### src/rtl/solenoid_pulser.sv
`default_nettype none
// ============================================================================
// Module   : solenoid_pulser
// Brief    : Turns a start strobe plus pulse count into N timed solenoid drive
//            pulses (ON_CYCLES high, OFF_CYCLES rest each), then strobes done.
// Revision : 1.0 - initial release
// ============================================================================
module solenoid_pulser #(
    parameter int ON_CYCLES  = 2500000,
    parameter int OFF_CYCLES = 2500000,
    parameter int CNT_W      = 3,
    parameter int TIMER_W    = 22
) (
    input  logic             CLK50M,
    input  logic             nRST,
    input  logic             start,
    input  logic [CNT_W-1:0] count,
    output logic             pulse,
    output logic             busy,
    output logic             done,
    output logic [CNT_W-1:0] remaining
);

    localparam logic [TIMER_W-1:0] c_ON_LOAD  = TIMER_W'(ON_CYCLES - 1);
    localparam logic [TIMER_W-1:0] c_OFF_LOAD = TIMER_W'(OFF_CYCLES - 1);

    typedef enum logic [1:0] {
        S_IDLE = 2'd0,
        S_ON   = 2'd1,
        S_OFF  = 2'd2
    } state_t;

    state_t             r_state;
    state_t             w_state_nxt;
    logic [TIMER_W-1:0] r_timer;
    logic [TIMER_W-1:0] w_timer_nxt;
    logic               r_pulse;
    logic               w_pulse_nxt;
    logic               r_busy;
    logic               w_busy_nxt;
    logic               r_done;
    logic               w_done_nxt;
    logic [CNT_W-1:0]   r_remaining;
    logic [CNT_W-1:0]   w_remaining_nxt;
    logic               w_timer_zero;

    assign w_timer_zero = (r_timer == '0);

    always_ff @(posedge CLK50M or negedge nRST) begin
        if (!nRST) begin
            r_state     <= S_IDLE;
            r_timer     <= '0;
            r_pulse     <= 1'b0;
            r_busy      <= 1'b0;
            r_done      <= 1'b0;
            r_remaining <= '0;
        end else begin
            r_state     <= w_state_nxt;
            r_timer     <= w_timer_nxt;
            r_pulse     <= w_pulse_nxt;
            r_busy      <= w_busy_nxt;
            r_done      <= w_done_nxt;
            r_remaining <= w_remaining_nxt;
        end
    end

    always_comb begin
        w_state_nxt     = r_state;
        w_timer_nxt     = r_timer;
        w_pulse_nxt     = r_pulse;
        w_remaining_nxt = r_remaining;
        w_done_nxt      = 1'b0;

        case (r_state)
            S_IDLE: begin
                if (start) begin
                    if (count != '0) begin
                        w_state_nxt     = S_ON;
                        w_pulse_nxt     = 1'b1;
                        w_remaining_nxt = count;
                        w_timer_nxt     = c_ON_LOAD;
                    end else begin
                        // Zero-pulse request completes immediately.
                        w_done_nxt = 1'b1;
                    end
                end
            end
            S_ON: begin
                if (!w_timer_zero) begin
                    w_timer_nxt = r_timer - TIMER_W'(1);
                end else begin
                    w_state_nxt     = S_OFF;
                    w_pulse_nxt     = 1'b0;
                    w_remaining_nxt = r_remaining - CNT_W'(1);
                    w_timer_nxt     = c_OFF_LOAD;
                end
            end
            S_OFF: begin
                if (!w_timer_zero) begin
                    w_timer_nxt = r_timer - TIMER_W'(1);
                end else if (r_remaining != '0) begin
                    w_state_nxt = S_ON;
                    w_pulse_nxt = 1'b1;
                    w_timer_nxt = c_ON_LOAD;
                end else begin
                    // Rest after the last pulse is already served here.
                    w_state_nxt = S_IDLE;
                    w_done_nxt  = 1'b1;
                end
            end
            default: begin
                w_state_nxt     = S_IDLE;
                w_pulse_nxt     = 1'b0;
                w_remaining_nxt = '0;
                w_timer_nxt     = '0;
            end
        endcase

        w_busy_nxt = (w_state_nxt != S_IDLE);
    end

    assign pulse     = r_pulse;
    assign busy      = r_busy;
    assign done      = r_done;
    assign remaining = r_remaining;

endmodule
`default_nettype wire
### config.mk
export PLATFORM = sky130hd
export DESIGN_NAME = solenoid_pulser
export DESIGN_NICKNAME = d
export VERILOG_FILES = /design/src/rtl/solenoid_pulser.sv
export SDC_FILE = /design/constraint.sdc
export NUM_CORES = 1
export LEC_CHECK = 0
export CAP_MARGIN = 5
export CORE_ASPECT_RATIO = 1.75
export CORE_UTILIZATION = 50
export CTS_CLUSTER_SIZE = 30
export DETAILED_ROUTE_END_ITERATION = 6
export PLACE_DENSITY = 0.69
export SYNTH_ARGS = -nofsm -noshare
export SYNTH_HDL_FRONTEND = slang
export SYNTH_SLANG_ARGS = --single-unit
### constraint.sdc
create_clock -name CLK50M -period 3.63 [get_ports CLK50M]
set_input_delay 0.5445 -clock CLK50M [delete_from_list [all_inputs] [get_ports CLK50M]]
set_output_delay 0.5445 -clock CLK50M [all_outputs]
set_load 0.01 [all_outputs]
# After elaboration in Yosys (flattened, before gate mapping)
# Cells that the tools add are included.
[totals]
register_bits = 30
output_inout_bits = 6
word_cells = 52
input_bits = 6
[classes]
n_mux = 27
reduce_logical = 8
eq_ne = 8
n_bitwise = 1
n_addsub = 2
[op_table]
columns = ["operator", "count"]
rows = [
  ["two-way mux 22 bit", 5],
  ["case mux 22 bit (3 select lines)", 1],
  ["zero test 22 bit", 1],
  ["subtractor 22 x 1 -> 22 bit (second input constant)", 1],
  ["two-way mux 1 bit", 10],
  ["inequality test 2 bit (second input constant)", 5],
  ["two-way mux 3 bit", 3],
  ["case mux 3 bit (3 select lines)", 1],
  ["two-way mux 2 bit", 4],
  ["case mux 2 bit (3 select lines)", 1],
  ["nonzero test 3 bit", 2],
  ["AND reduction 5 bit", 1],
  ["AND reduction 4 bit", 1],
  ["inequality test 3 bit (second input constant)", 1],
  ["case mux 1 bit (3 select lines)", 1],
  ["AND reduction 3 bit", 1],
  ["subtractor 3 x 1 -> 3 bit (second input constant)", 1],
  ["equality test 2 x 1 -> 1 bit (second input constant)", 1],
  ["equality test 2 bit (second input constant)", 1],
  ["zero test 2 bit", 1],
  ["case mux 1 bit (2 select lines)", 1],
  ["nonzero test 2 bit", 1],
  ["NOT 1 bit", 1],
]

# Depth between registers and ports, before layout
# Gate-level depths: netlist of run 1.
[logic_depth]
word_depth = 5
mapped_depth = 9
mapped_depth_nobuf = 7

# Worst setup path after synthesis of run 1
# Ideal clock, no wire load.
[synth_timing]
path_kind = "register -> register"
from = "register r_timer[11]"
to = "register r_timer[8]"
stages_incl_launch_ff = 8
synth_period_minus_slack_ns = 2.234
t_arrival_ns = 2.112
required_time_ns = 3.509
n_path_buf = 2
slack_ns = 1.396
setup_time_ns = 0.121
cell_sequence = "dfrtp_1 > or4_4 > or3_4 > o21ai_2 > buf_4 > buf_4 > a21oi_1 > o22a_1"
[synth_between]
elab_chain_len = 3
elab_cells_between_ends = 6
cone_classes = "eq/ne (1); mux (3); reduce/logical (2)"
[synth_rtl]
columns = ["item", "line", "rtl"]
rows = [
  ["start, declared", "35", "logic [TIMER_W-1:0] r_timer;"],
  ["start signal, assigned", "59", "r_timer <= w_timer_nxt;"],
  ["zero test 22 bit (*)", "47", "assign w_timer_zero = (r_timer == '0);"],
  ["inequality test 3 bit (no line) (tied with other cells)", "-", ""],
  ["AND reduction 3 bit (no line) / case mux 22 bit (3 select lines) (equally long branches)", "-", ""],
]
# Mark *: on every way between the ends. The rest lies on a longest branch, timed or not.
# A chain may end at the register's enable or synchronous reset.

# Final worst setup path of run 1
[layout_timing]
from = "register r_timer[11]"
to = "register r_timer[2]"
# Same word-level chain as after synthesis.

==> run summary, run 1 <==
Hold Path Stages: 2
Final Hold Fails: 0
Setup CP Type: flop to flop
HP Start: pulse
r2r setup slk: 0.67 ns
Req. time, crit path: 3.80 ns
CP arrival: 3.13 ns
Avg Inst Size Synth: 9.22 sq um
startpoint types: flop
total power: 0.628 mW
Top FF cell, synth: dfrtp_1
initial antenna violation count: 0
commonest non-fill, non-tap cell in the layout: dfrtp_1
TritonCTS Buffers: 5
Critical Path Fanout Max: 27
WL final: 4.85 mm
worst skew pair latency: 0.28 ns
Seq cells post-synth: 30
min-delay worst type: flop to flop
CTS Hold Bufs: 0
post-route antenna net violation count: 0
CTS H-tree depth: 2
fin nets: 236
global route overflow: 0
Pwr Density: 292 nW/um^2
Core ar.: 3630 sq um
I/O Buffers: 11
Max stage delay on crit path: 0.80 ns
crit end category: flop
Fmax: 338 MHz
CP endpoint: r_timer[2]
Setup Skew: 0.00664 ns
Critical-path top delay cell: o21ai_2
worst vdd ir: 242 uV
DP Wirelength: 3.63 mm
slew of the pin with the lowest slew margin: 0.981 ns
Synth async-reset ratio: 1.00
vias in the first global route: 1764
Synth top area share: 0.395
cells after synthesis: 206
I/O pins: 12
cell area after synthesis: 1900 sq um
initial drt markers: 48
via count: 1759
total die area: 4060 sq um
largest net degree at the start of global routing: 31
end of the worst register-to-register path: r_timer[2]
DR DRC count: 0
Max-slew headroom: 0.346
die extent in x: 48.6 microns
Final Max Tran Viols: 0
first-pass GRT wire length: 8.13 mm
drt first pass iters: 4
number of setup buffers added after CTS: 0
CTS Sinks: 30
final setup violation count: 0
Mapped Nets: 220
Resized cells post-CTS: 0
FF-to-FF Start: r_timer[11]
row count: 29
r2r worst-path depth: 6
gr usage total: 0.260
number of enable flip-flop cells after synthesis: 0
clk buf depth: 2
CTS clock-pin slew for the worst setup and hold paths: 0.07 ns
crit-path cells: or4_4 -> or3_4 -> o21ai_2 -> buf_4 -> a21oi_1 -> o22a_1
Initial Utilization: 0.523
most frequent cells in the layout: 30 x dfrtp_1, 15 x a21oi_1, 14 x inv_1
TritonCTS clock tree: yes
Pleak: 0.786 nW
Post-Route Setup TNS: 0 ns
ANT cells: 0
GPL Wtd Cong: 0.841
Distinct cells, synth: 52
Synth Warn #: 0
Avg WL per Cell: 18.0 microns
RSZ-0062 raised after global routing: no
die height: 83.5 microns
Period Utilization, post-route: 0.816
synthesis-to-finish area growth: 13.2%
Synth area leader: dfrtp_1
share of layout cells above drive strength 1: 0.0897
Critical Path Start: r_timer[11]
DR vias/cell: 6.54
Tmin final: 2.96 ns
top post-synthesis cells by area: dfrtp_1 40%, ha_1 5.3%, a21oi_1 4.0%
total of max-cap violations: 0
status: completed
clk root buf: clkbuf_8
sequential fraction of the synthesis area: 0.395
==> flip-flops by register name (all words and copies together), names as in the netlist <==
signal     flops
pulse          1
r_state        2
busy           1
done           1
r_timer       22
remaining      3
==> worst min path at each step <==
stage                     slack, ns           to
after global placement         0.51        pulse
after floorplan                0.25         busy
after detailed placement       0.52  r_timer[21]
final                          0.53        pulse
after global routing           0.54        pulse
after CTS                      0.53        pulse
==> per-stage QoR <==
stage	std cells	hold slack (ns)	util	worst slack [ns]	cell area [sq um]
after floorplan	206	0.249	-	1.40	1900
after global placement	261	0.506	0.567	0.791	2060
after detailed placement	261	0.516	0.567	0.706	2060
after CTS	269	0.530	0.592	0.683	2150
after global routing	269	0.542	0.592	0.520	2150
final	269	0.528	0.592	0.669	2150
==> kinds of logic (layout without fill, tap and decap cells) <==
logic type / count (synthesis) / in the layout / synth area share
DFF: 30 / 30 / 0.395
buffers and inverters: 20 / 37 / 0.0481
muxes: 1 / 1 / 0.00527
and+or+nand+nor: 70 / 70 / 0.215
adders and majority gates: 8 / 8 / 0.0527
AOI/OAI and AO/OA: 77 / 77 / 0.283
==> layout make-up <==
type	instances	area, sq um
sequential	30	751
multi-input combinational	156	1060
tap	46	57.6
clock buffer	7	86.3
timing repair buffer	15	140
clock inverter	1	5.00
inverter	14	52.6
fill	332	1480
==> per-layer routing <==
layer	GRT usage	part of all wire	vias up
li1	-	-	832
met1	0.263	0.39	867
met2	0.485	0.55	43
met3	0.0474	0.029	17
met4	0.142	0.032	0
met5	0	0	-
==> Yosys cell counts (2+ instances only) <==
master / number
dfrtp_1: 30
a21oi_1: 15
inv_1: 14
nand2_1: 11
nor2_1: 10
o21ai_0: 10
o31ai_1: 9
or4_1: 9
a31oi_1: 8
ha_1: 8
nand3_1: 7
nor3_1: 6
a22o_1: 5
o22a_1: 5
or3_1: 5
nand4_1: 3
nor4_1: 3
o21a_1: 3
o31a_1: 3
a21o_1: 2
a21oi_2: 2
a32oi_1: 2
buf_4: 2
nand2b_1: 2
nor3b_1: 2
o211ai_1: 2
or2_1: 2
or4_4: 2
==> power by group <==
part | switching (mW) | leakage (nW) | internal [mW] | total, mW
registers | 0 | 0.310 | 0.334 | 0.334
logic | 0.00918 | 0.428 | 0.00637 | 0.0156
clock network | 0.126 | 0.0482 | 0.153 | 0.278
total | 0.135 | 0.786 | 0.493 | 0.628
==> worst max-delay path: cells and delay by family, from the launching register on <==
family	cells	cell delay [ns]
AO/OA/AOI/OAI	3	1.04
buffers and inverters	1	0.28
flip-flops	1	0.44
AND/OR/NAND/NOR	2	1.08
(Power assumes the default switching activity.)
==> run 2: changes to the inputs <==
==> constraint.sdc (replaced) <==
create_clock -name CLK50M -period 2.9 [get_ports CLK50M]
set_input_delay 0.435 -clock CLK50M [delete_from_list [all_inputs] [get_ports CLK50M]]
set_output_delay 0.435 -clock CLK50M [all_outputs]
set_load 0.01 [all_outputs]
==> run 2 against run 1 <==
Net effect: largest cell class unchanged; largest power group unchanged; hold slack worse by 0.010 ns; sequential power is 25% higher; first-iteration DRC count is 110% higher; count of clock-buffer cells in the layout is 1 lower; critical endpoint is now r_timer[18].
==> run summary, run 2 (synthesized netlist as in run 1, its figures left out) <==
Pwr Density: 355 nW/um^2
Tmin final: 2.55 ns
Req. time, crit path: 3.05 ns
Clock Power Share: 0.425
ANT cells: 0
Int Power: 0.609 mW
min-delay worst type: flop to flop
clk root buf: clkbuf_8
TritonCTS Buffers: 5
total of max-cap violations: 0
sequential power share: 0.550
Setup Skew: 0.00968 ns
Period Utilization, post-route: 0.879
Critical Path Fanout Max: 7
TritonCTS clock tree: yes
final instance area: 2150 sq um
final setup violation count: 0
Core ar.: 3630 sq um
Setup CP Type: flop to flop
post-route antenna net violation count: 0
worst slack at placement: 0.358 ns
clk buf depth: 2
Pleak: 0.785 nW
worst skew pair latency: 0.28 ns
total die area: 4060 sq um
Max-slew headroom: 0.429
number of setup buffers added after CTS: 0
GPL Wtd Cong: 0.919
global route overflow: 0
I/O pins: 12
Resized cells post-CTS: 0
synthesis-to-finish area growth: 13.1%
DR DRC count: 0
fill cell count: 335
die height: 83.5 microns
Max stage delay on crit path: 0.72 ns
I/O Buffers: 11
Final Max Tran Viols: 0
Final Hold Fails: 0
vias in the first global route: 1911
crit end category: flop
DP Wirelength: 3.78 mm
DR vias/cell: 6.63
initial drt markers: 100
startpoint types: flop
worst vdd ir: 367 uV
max reg flops: 22
WL final: 5.00 mm
Avg WL per Cell: 18.7 microns
RSZ-0062 raised after global routing: no
CTS clock-pin slew for the worst setup and hold paths: 0.06 ns
Post-Route Setup TNS: 0 ns
Final WS setup: 0.350 ns
utilization after layout: 0.592
gr usage total: 0.275
drt first pass iters: 4
Hold Slack: 0.517 ns
slew of the pin with the lowest slew margin: 0.848 ns
via count: 1777
Fmax: 392 MHz
status: completed
Critical-path top delay cell: nor4_1
DP Area: 2070 sq um
initial antenna violation count: 0
die extent in x: 48.6 microns
share of layout cells above drive strength 1: 0.0901
multi-input logic area: 1060 sq um
commonest non-fill, non-tap cell in the layout: dfrtp_1
most frequent cells in the layout: 30 x dfrtp_1, 15 x a21oi_1, 14 x inv_1
sw power: 0.153 mW
r2r setup slk: 0.35 ns
largest net degree at the start of global routing: 31
row count: 29
CP arrival: 2.70 ns
register area: 751 sq um
fin nets: 237
CTS Sinks: 30
first-pass GRT wire length: 8.60 mm
Most flops, register: r_timer
combinational fraction of design power: 0.025
Initial Utilization: 0.523
crit-path cells: or4_4 -> nor4_1 -> a41o_1 -> a31oi_1 -> o31ai_1
CTS Hold Bufs: 0
Switching Fraction: 0.201
CTS H-tree depth: 2
[run 2: layout make-up]
type | instances | share of cell area
clock buffers | 6 | 0.0384
inverters | 14 | 0.0245
multi-input cells | 156 | 0.492
flip-flops and latches | 30 | 0.349
well taps | 46 | 0.0268
repair buffers | 16 | 0.0687
[run 2: critical path: cells and delay by family, from the launching register on]
kind               cells  cell delay (ns)
AOI/OAI and AO/OA      3             0.67
DFF                    1             0.44
and+or+nand+nor        2             1.31
[run 2: through the flow]
stage,cells,power [mW]
after detailed placement,262,0.446
after global placement,262,0.446
final,268,0.762
after floorplan,206,0.428
after CTS,268,0.771
after global routing,268,0.786
[run 2: routing by layer]
metal	global-route usage	share of wire	vias up
met3	0.0437	0.046	24
met1	0.280	0.36	853
met5	0	0	-
li1	-	-	835
met2	0.496	0.55	65
met4	0.195	0.047	0
[run 2: worst paths after layout]
check,start,endpoint,cells past startpoint
setup / recovery,r_timer[11],r_timer[18],5
hold / removal,pulse,pulse,2
setup reg to reg,r_timer[11],r_timer[18],5
hold reg to reg,pulse,pulse,2
max in group asynchronous,nRST,pulse,2
min in group asynchronous,nRST,r_timer[4],2
[run 2: power by group through the flow]
stage          sequential (mW)  combinational, mW  clock (mW)
2_1_floorplan            0.426            0.00184           0
3_3_place_gp             0.426             0.0193           0
3_5_place_dp             0.426             0.0197           0
4_1_cts                  0.419             0.0198       0.333
5_1_grt                  0.418             0.0219       0.346
6_report                 0.419             0.0191       0.324
